$ cat config.mk
export PLATFORM = sky130hd
export DESIGN_NAME = multi_ch_idle_clk_gating
export DESIGN_NICKNAME = d
export VERILOG_FILES = /design/src/rtl/multi_ch_idle_clk_gating_pkg.sv /design/src/rtl/BB_clk_gating.sv /design/src/rtl/BB_signal_sync.sv /design/src/rtl/multi_ch_idle_clk_gating_fsm.sv /design/src/rtl/multi_ch_idle_clk_gating.sv
export SDC_FILE = /design/constraint.sdc
export NUM_CORES = 1
export LEC_CHECK = 0
export CORE_MARGIN = 2
export CORE_UTILIZATION = 29
export CTS_CLUSTER_DIAMETER = 50
export CTS_CLUSTER_SIZE = 10
export DETAILED_ROUTE_END_ITERATION = 10
export GPL_TIMING_DRIVEN = 0
export PLACE_DENSITY_LB_ADDON = 0.15
export SLEW_MARGIN = 20
export SYNTH_ARGS = -nofsm -noshare
export SYNTH_HDL_FRONTEND = slang
export SYNTH_SLANG_ARGS = --single-unit
export TNS_END_PERCENT = 10
$ cat constraint.sdc
create_clock -name raw_clk -period 5.89 [get_ports raw_clk]
set_input_delay 0.589 -clock raw_clk [delete_from_list [all_inputs] [get_ports raw_clk]]
set_output_delay 0.589 -clock raw_clk [all_outputs]
set_load 0.05 [all_outputs]
$ cat src/rtl/multi_ch_idle_clk_gating_pkg.sv
// Shared types and default constants for the multi-channel idle clock gate.
// The channel state encoding lives here so that the top and the channel FSM agree on it.
package multi_ch_idle_clk_gating_pkg;

   typedef enum logic [1:0] {
      CG_OFF  = 2'd0,
      CG_ON   = 2'd1,
      CG_IDLE = 2'd2
   } cgState_e;

   localparam int SYNC_STAGE_DEF = 2;
   localparam int IDLE_CNT_W_DEF = 8;

endpackage

$ cat src/rtl/BB_clk_gating.sv
// Latch-based clock gate. The enable passes through only while clk_i is low,
// so the gated clock never shows a glitch or a truncated pulse.
module BB_clk_gating #(
   parameter logic RST_VAL = 1'b0
) (
   input  logic clk_i,
   input  logic rst_ni,
   input  logic en_i,
   input  logic test_en_i,
   output logic gclk_o
);

   logic enLatch;

   // Reset forces the gate to its reset state at once, but test_en_i still keeps a bypassed clock running.
   always_latch begin
      if (!rst_ni) begin
         enLatch = RST_VAL | test_en_i;
      end else if (!clk_i) begin
         enLatch = en_i | test_en_i;
      end
   end

   assign gclk_o = clk_i & enLatch;

endmodule

$ cat src/rtl/BB_signal_sync.sv
// Multi-bit flop-chain synchroniser; every bit is treated as an independent level signal.
// The output is the input delayed through SYNC_STAGE flops clocked by clk_i.
module BB_signal_sync #(
   parameter int   DW         = 1,
   parameter int   SYNC_STAGE = 2,
   parameter logic RST_VAL    = 1'b0
) (
   input  logic          clk_i,
   input  logic          rst_ni,
   input  logic [DW-1:0] data_i,
   output logic [DW-1:0] data_o
);

   logic [SYNC_STAGE-1:0][DW-1:0] sync_q;

   // Stage 0 samples the asynchronous input; the last stage is the synchronised output.
   always_ff @(posedge clk_i or negedge rst_ni) begin
      if (!rst_ni) begin
         sync_q <= {(SYNC_STAGE*DW){RST_VAL}};
      end else begin
         sync_q <= {sync_q[SYNC_STAGE-2:0], data_i};
      end
   end

   assign data_o = sync_q[SYNC_STAGE-1];

endmodule

$ cat src/rtl/multi_ch_idle_clk_gating_fsm.sv
// One gated-clock channel: OFF/ON/IDLE state machine with an idle hold-off counter,
// a registered gate enable and a registered clock-on status.
module clk_gate_ch_fsm
   import multi_ch_idle_clk_gating_pkg::*;
#(
   parameter int   IDLE_CNT_W = IDLE_CNT_W_DEF,
   parameter logic RST_VAL    = 1'b0
) (
   input  logic                  clk_i,
   input  logic                  rst_ni,
   input  logic                  active_i,
   input  logic                  bypass_i,
   input  logic [IDLE_CNT_W-1:0] idle_thresh_i,
   output logic                  en_o,
   output logic                  clk_on_o
);

   cgState_e              state_q, state_d;
   logic [IDLE_CNT_W-1:0] idleCnt_q, idleCnt_d;
   logic                  en_q;
   logic                  clkOn_q;
   logic                  nextEn;

   // The threshold is only sampled on the ON->IDLE step, so changing it never disturbs a running count.
   always_comb begin
      state_d   = state_q;
      idleCnt_d = idleCnt_q;
      unique case (state_q)
         CG_OFF: begin
            if (active_i) state_d = CG_ON;
         end
         CG_ON: begin
            if (!active_i) begin
               if (idle_thresh_i == '0) begin
                  state_d = CG_OFF;
               end else begin
                  state_d   = CG_IDLE;
                  idleCnt_d = idle_thresh_i - IDLE_CNT_W'(1);
               end
            end
         end
         CG_IDLE: begin
            if (active_i) begin
               state_d   = CG_ON;
               idleCnt_d = '0;
            end else if (idleCnt_q == '0) begin
               state_d = CG_OFF;
            end else begin
               idleCnt_d = idleCnt_q - IDLE_CNT_W'(1);
            end
         end
         default: state_d = CG_OFF;
      endcase
   end

   assign nextEn = (state_d != CG_OFF);

   always_ff @(posedge clk_i or negedge rst_ni) begin
      if (!rst_ni) begin
         state_q   <= RST_VAL ? CG_ON : CG_OFF;
         idleCnt_q <= '0;
         en_q      <= RST_VAL;
         clkOn_q   <= RST_VAL;
      end else begin
         state_q   <= state_d;
         idleCnt_q <= idleCnt_d;
         en_q      <= nextEn;
         clkOn_q   <= nextEn | bypass_i;
      end
   end

   // While reset is held a bypassed channel still has a running clock, so report it as on.
   assign en_o     = en_q;
   assign clk_on_o = clkOn_q | (bypass_i & ~rst_ni);

endmodule

$ cat src/rtl/multi_ch_idle_clk_gating.sv
// Multi-channel clock gate controller: per-channel synchronised activity requests
// drive independent idle-hysteresis FSMs, each gating its own copy of raw_clk.
module multi_ch_idle_clk_gating
   import multi_ch_idle_clk_gating_pkg::*;
#(
   parameter int   CH_NUM     = 4,
   parameter int   SYNC_STAGE = SYNC_STAGE_DEF,
   parameter int   IDLE_CNT_W = IDLE_CNT_W_DEF,
   parameter logic RST_VAL    = 1'b0
) (
   input  logic                  raw_clk,
   input  logic                  rst_n,
   input  logic [CH_NUM-1:0]     active,
   input  logic [CH_NUM-1:0]     bypass,
   input  logic [IDLE_CNT_W-1:0] idle_thresh,
   output logic [CH_NUM-1:0]     gen_clk,
   output logic [CH_NUM-1:0]     clk_on
);

   logic [CH_NUM-1:0] syncActive;
   logic [CH_NUM-1:0] chEn;

   BB_signal_sync #(
      .DW         (CH_NUM),
      .SYNC_STAGE (SYNC_STAGE),
      .RST_VAL    (RST_VAL)
   ) uActiveSync (
      .clk_i  (raw_clk),
      .rst_ni (rst_n),
      .data_i (active),
      .data_o (syncActive)
   );

   for (genvar ch = 0; ch < CH_NUM; ch++) begin : gChannel
      clk_gate_ch_fsm #(
         .IDLE_CNT_W (IDLE_CNT_W),
         .RST_VAL    (RST_VAL)
      ) uFsm (
         .clk_i         (raw_clk),
         .rst_ni        (rst_n),
         .active_i      (syncActive[ch]),
         .bypass_i      (bypass[ch]),
         .idle_thresh_i (idle_thresh),
         .en_o          (chEn[ch]),
         .clk_on_o      (clk_on[ch])
      );

      BB_clk_gating #(
         .RST_VAL (RST_VAL)
      ) uGate (
         .clk_i     (raw_clk),
         .rst_ni    (rst_n),
         .en_i      (chEn[ch]),
         .test_en_i (bypass[ch]),
         .gclk_o    (gen_clk[ch])
      );
   end

endmodule
# == After elaboration in Yosys (flattened, before gate mapping) ==
# Index checks and enable logic that the tools add are counted.
# totals
ff_bits,56
latch_bits,4
in_bits,18
out_inout_bits,8
elab_cells,137
# classes
addsub,5
n_eq_ne,20
muxes,48
n_bitwise,21
reduce_logical,21
# ops
cell,count
8-bit two-way mux,13
8-bit case mux with 2 select lines,4
8-bit logical NOT,5
8-bit by 1-bit subtractor with 8-bit output (second input constant),5
2-bit two-way mux,17
2-bit case mux with 3 select lines,4
2-bit != test (second input constant),8
4-bit AND reduction,4
2-bit nonzero test,8
3-bit != test (second input constant),4
1-bit bitwise OR,12
1-bit two-way mux,10
1-bit AND,8
2-bit by 1-bit equality test with 1-bit output (second input constant),4
2-bit equality test (second input constant),4
2-bit logical NOT,4
1-bit NOT,1

# == Depth between registers and ports, before layout ==
# depth
word_depth,6
depth_mapped,8
mapped_depth_nobuf,7

# == Cells and area by module ==
# From an unflattened synthesis, not the netlist that was laid out.
# hier_totals
hier_cells,414
area_unflattened_um2,3896.2
# by_module_without_submodules
mod,n_inst,cells_each,area_each_um2,seq_area_each_um2
clk_gate_ch_fsm (gChannel[1].uFsm ...),2,101,932.1,300.3
clk_gate_ch_fsm (gChannel[0].uFsm),1,92,842.1,300.3
clk_gate_ch_fsm (gChannel[3].uFsm),1,92,829.5,300.3
BB_signal_sync,1,12,230.2,200.2
BB_clk_gating,4,4,32.5,0.0

==> results.toml <==
[cells_and_area]
layout-drive-gt1-share_pct = 11.7
final_cells = 567
areaGrowthSynthToFinish_pct = 33.8
fill_cells = 1086
antenna_cells = 0
final_util_pct = 40.2
design_area_sq_um = 4400
nets = 454

[routing]
wl_mm = 8.60
first_iter_violations = 143
num_vias = 2934
viasPerCell = 5.17
wire_per_inst_um = 15.2
drtPass1Iterations = 4
drcViolationCount = 0
postRouteAntennaNets = 0

[logic_synthesis]
postSynthCellCount = 371
synthArstFlopShare_pct = 93.3
syn_area_per_cell_sq_um = 8.86
syn-num-nets = 399
yosys_warnings = 0
ys.flop_type = "dfrtp_1"
synth.distinct_cells = 52
synth_edf_count = 0
synth-seq-cells = 60
syn_area_sq_um = 3290

[setup_path]
arrival_ns = 4.88
critical_path.max_fanout = 1
crit_type = "latch2out"
reg2reg_slack_ns = 2.50
r2r-end = "gChannel[2].uGate.enLatch"
critPathCaptureType = "output port"
worst_ep_required_time_ns = 5.30
rr_worst_depth = 1
cp-start-kind = "latch"
timing.rr.start = "gChannel[2].uFsm.en_o"

[worst_hold_path]
hold_depth = 6
min_from = "rst_n"
hold_class = "in2gate"

[global_routing]
antenna_found_initial = 0
grt.overflow.total = 0
grt_max_degree = 47
grt_pass1_wl_mm = 15.0
grt_pass1_vias = 2932
grt_use_total_pct = 16.4

[timing]
worstMarginPinSlew_ns = 0.705
fin_hold_ws_ns = 0.210
final-max-slew-violation-count = 0
skew_ns = 0.0775
hold_violations = 0
tns_ns = 0
setup_viol = 0
rsz0062_at_grt = "false"
relSlewSlack_pct = 52.6

[placed_design]
dp_hpwl_mm = 5.64
gp_congestion = 0.856
dp.cells = 537
port_buffers = 25
placed_cell_area_sq_um = 3740

[clock_network]
cts_tree = "done"
clk_latency_ns = 0.59
path_clk_slew_ns = 0.03
ctsResizeCount = 0

[floorplanning]
io_pins = 26
die_h_um = 110
core_sq_um = 10900
dieArea_sq_um = 12200
die_x_um = 110
start_util_pct = 30.1
rows = 38

[outcome]
status = "finished clean"

[pwr]
peakVddDrop_mv = 0.526
p_per_area_nw_per_um2 = 429
leakage_nw = 1.84

[flow_run]
maxCapViolCount = 0
cell families after synthesis:
family,share of synthesized area (%)
AO/OA/AOI/OAI,25.6
XOR/XNOR,1.33
buffers and inverters,5.79
AND/OR/NAND/NOR,19.0
flip-flops,42.6
adder cells (fa/ha/maj),3.81
latches,1.83
cells in the mapped netlist (3+ instances only):
| cell | count | area [sq um] |
|---|---|---|
| dlxtp_1 | 4 | 60.1 |
| and2_1 | 4 | 25.0 |
| nor2b_1 | 6 | 37.5 |
| a32oi_1 | 3 | 26.3 |
| a22o_1 | 3 | 26.3 |
| xnor2_1 | 3 | 26.3 |
| nand3b_1 | 3 | 22.5 |
| dfrtp_1 | 56 | 1400 |
| o21ai_0 | 40 | 200 |
| clkbuf_1 | 11 | 41.3 |
| nand3_1 | 9 | 45.0 |
| a31oi_1 | 6 | 37.5 |
| ha_1 | 10 | 125 |
| nor4_1 | 7 | 43.8 |
| or4_1 | 3 | 22.5 |
| o22ai_1 | 7 | 43.8 |
| o31ai_1 | 3 | 22.5 |
| o32a_1 | 3 | 30.0 |
| a41oi_1 | 4 | 35.0 |
| nand2b_1 | 6 | 37.5 |
| a21oi_1 | 37 | 185 |
| buf_4 | 8 | 60.1 |
| nand2_1 | 14 | 52.6 |
| inv_1 | 18 | 67.6 |
| nor2_1 | 42 | 158 |
| nor3_1 | 16 | 80.1 |
| or2_2 | 4 | 25.0 |
| a21o_1 | 8 | 60.1 |
through the flow:
step	power, mW	setup slack, ns
after floorplan	0.844	1.78
after global placement	0.968	0
after detailed placement	0.973	1.09
after CTS	1.92	0.369
after global routing	2.02	0.292
final	1.89	0.418
cell type report:
type | count | area, sq um | share of cell area [%]
buffer | 22 | 123 | 2.79
inverter | 18 | 67.6 | 1.54
multi-input combinational | 271 | 1640 | 37.2
clock buffer | 29 | 643 | 14.6
tap | 140 | 175 | 3.98
timing repair buffer | 26 | 275 | 6.26
sequential | 60 | 1460 | 33.2
clock inverter | 1 | 17.5 | 0.398
timing repair:
| item | 4_1_cts | 5_1_grt |
|---|---|---|
| buffers inserted | 0 | 0 |
| endpoints found under the hold margin | 17 | 0 |
| setup endpoints to repair | 0 | 0 |
| hold buffers | 4 | 0 |
worst max-delay path, cell delays in order (launching register included):
cell,delay [ns]
dlxtp_1,0.30
and2_1,0.14
buf_4,0.10
clkdlybuf4s50_1,0.78
how the worst max path moves through the flow:
stage / start / cells past startpoint / slack, ns / end
floorplan: gChannel[1].uGate.enLatch / 2 / 1.78 / gen_clk[1]
global placement: rst_n / 2 / 0 / gChannel[2].uGate.enLatch
detailed placement: gChannel[2].uGate.enLatch / 3 / 1.09 / gen_clk[2]
CTS: gChannel[2].uGate.enLatch / 3 / 0.37 / gen_clk[2]
global route: gChannel[2].uGate.enLatch / 3 / 0.29 / gen_clk[2]
finish: gChannel[2].uGate.enLatch / 3 / 0.42 / gen_clk[2]
layer usage:
metal	vias to the layer above	GRT usage, %	share of wire (%)
li1	1462	-	-
met1	1394	19.3	46
met2	61	22.8	46
met3	17	9.11	5.9
met4	0	10.9	1.8
met5	-	0	0
report_power, final:
group          switching (mW)  total, mW  internal [mW]  leakage, nW
sequential             0.0630      0.529          0.466        0.694
combinational           0.169      0.285          0.115        0.789
clock                   0.327       1.07          0.746        0.361
total                   0.559       1.89           1.33         1.84
cells in the final DEF (no fill, tap or decap), types with 6 or more instances in the layout:
cell             netlist  routed
a31oi_1                6       6
dfrtp_1               56      56
nor3_1                16      16
ha_1                  10      10
nor2_1                42      42
inv_1                 18      18
o22ai_1                7       7
clkdlybuf4s50_1        0      24
a21o_1                 8       8
nand2b_1               6       6
clkbuf_1              11      11
clkbuf_16              0      23
a21oi_1               37      37
nor2b_1                6       6
buf_4                  8       9
o21ai_0               40      40
nor4_1                 7       7
nand2_1               14      14
nand3_1                9       9
sequential cells by signal, indices dropped and copies added, names as in the netlist:
register / count
gChannel.uFsm.idleCnt_q: 32
gChannel.uFsm.clkOn_q: 4
uActiveSync.data_o: 4
gChannel.uFsm.state_q: 8
gChannel.uFsm.en_o: 4
gChannel.uGate.enLatch: 4
uActiveSync.sync_q: 4
No activity file was read; power rests on OpenSTA's default activity.
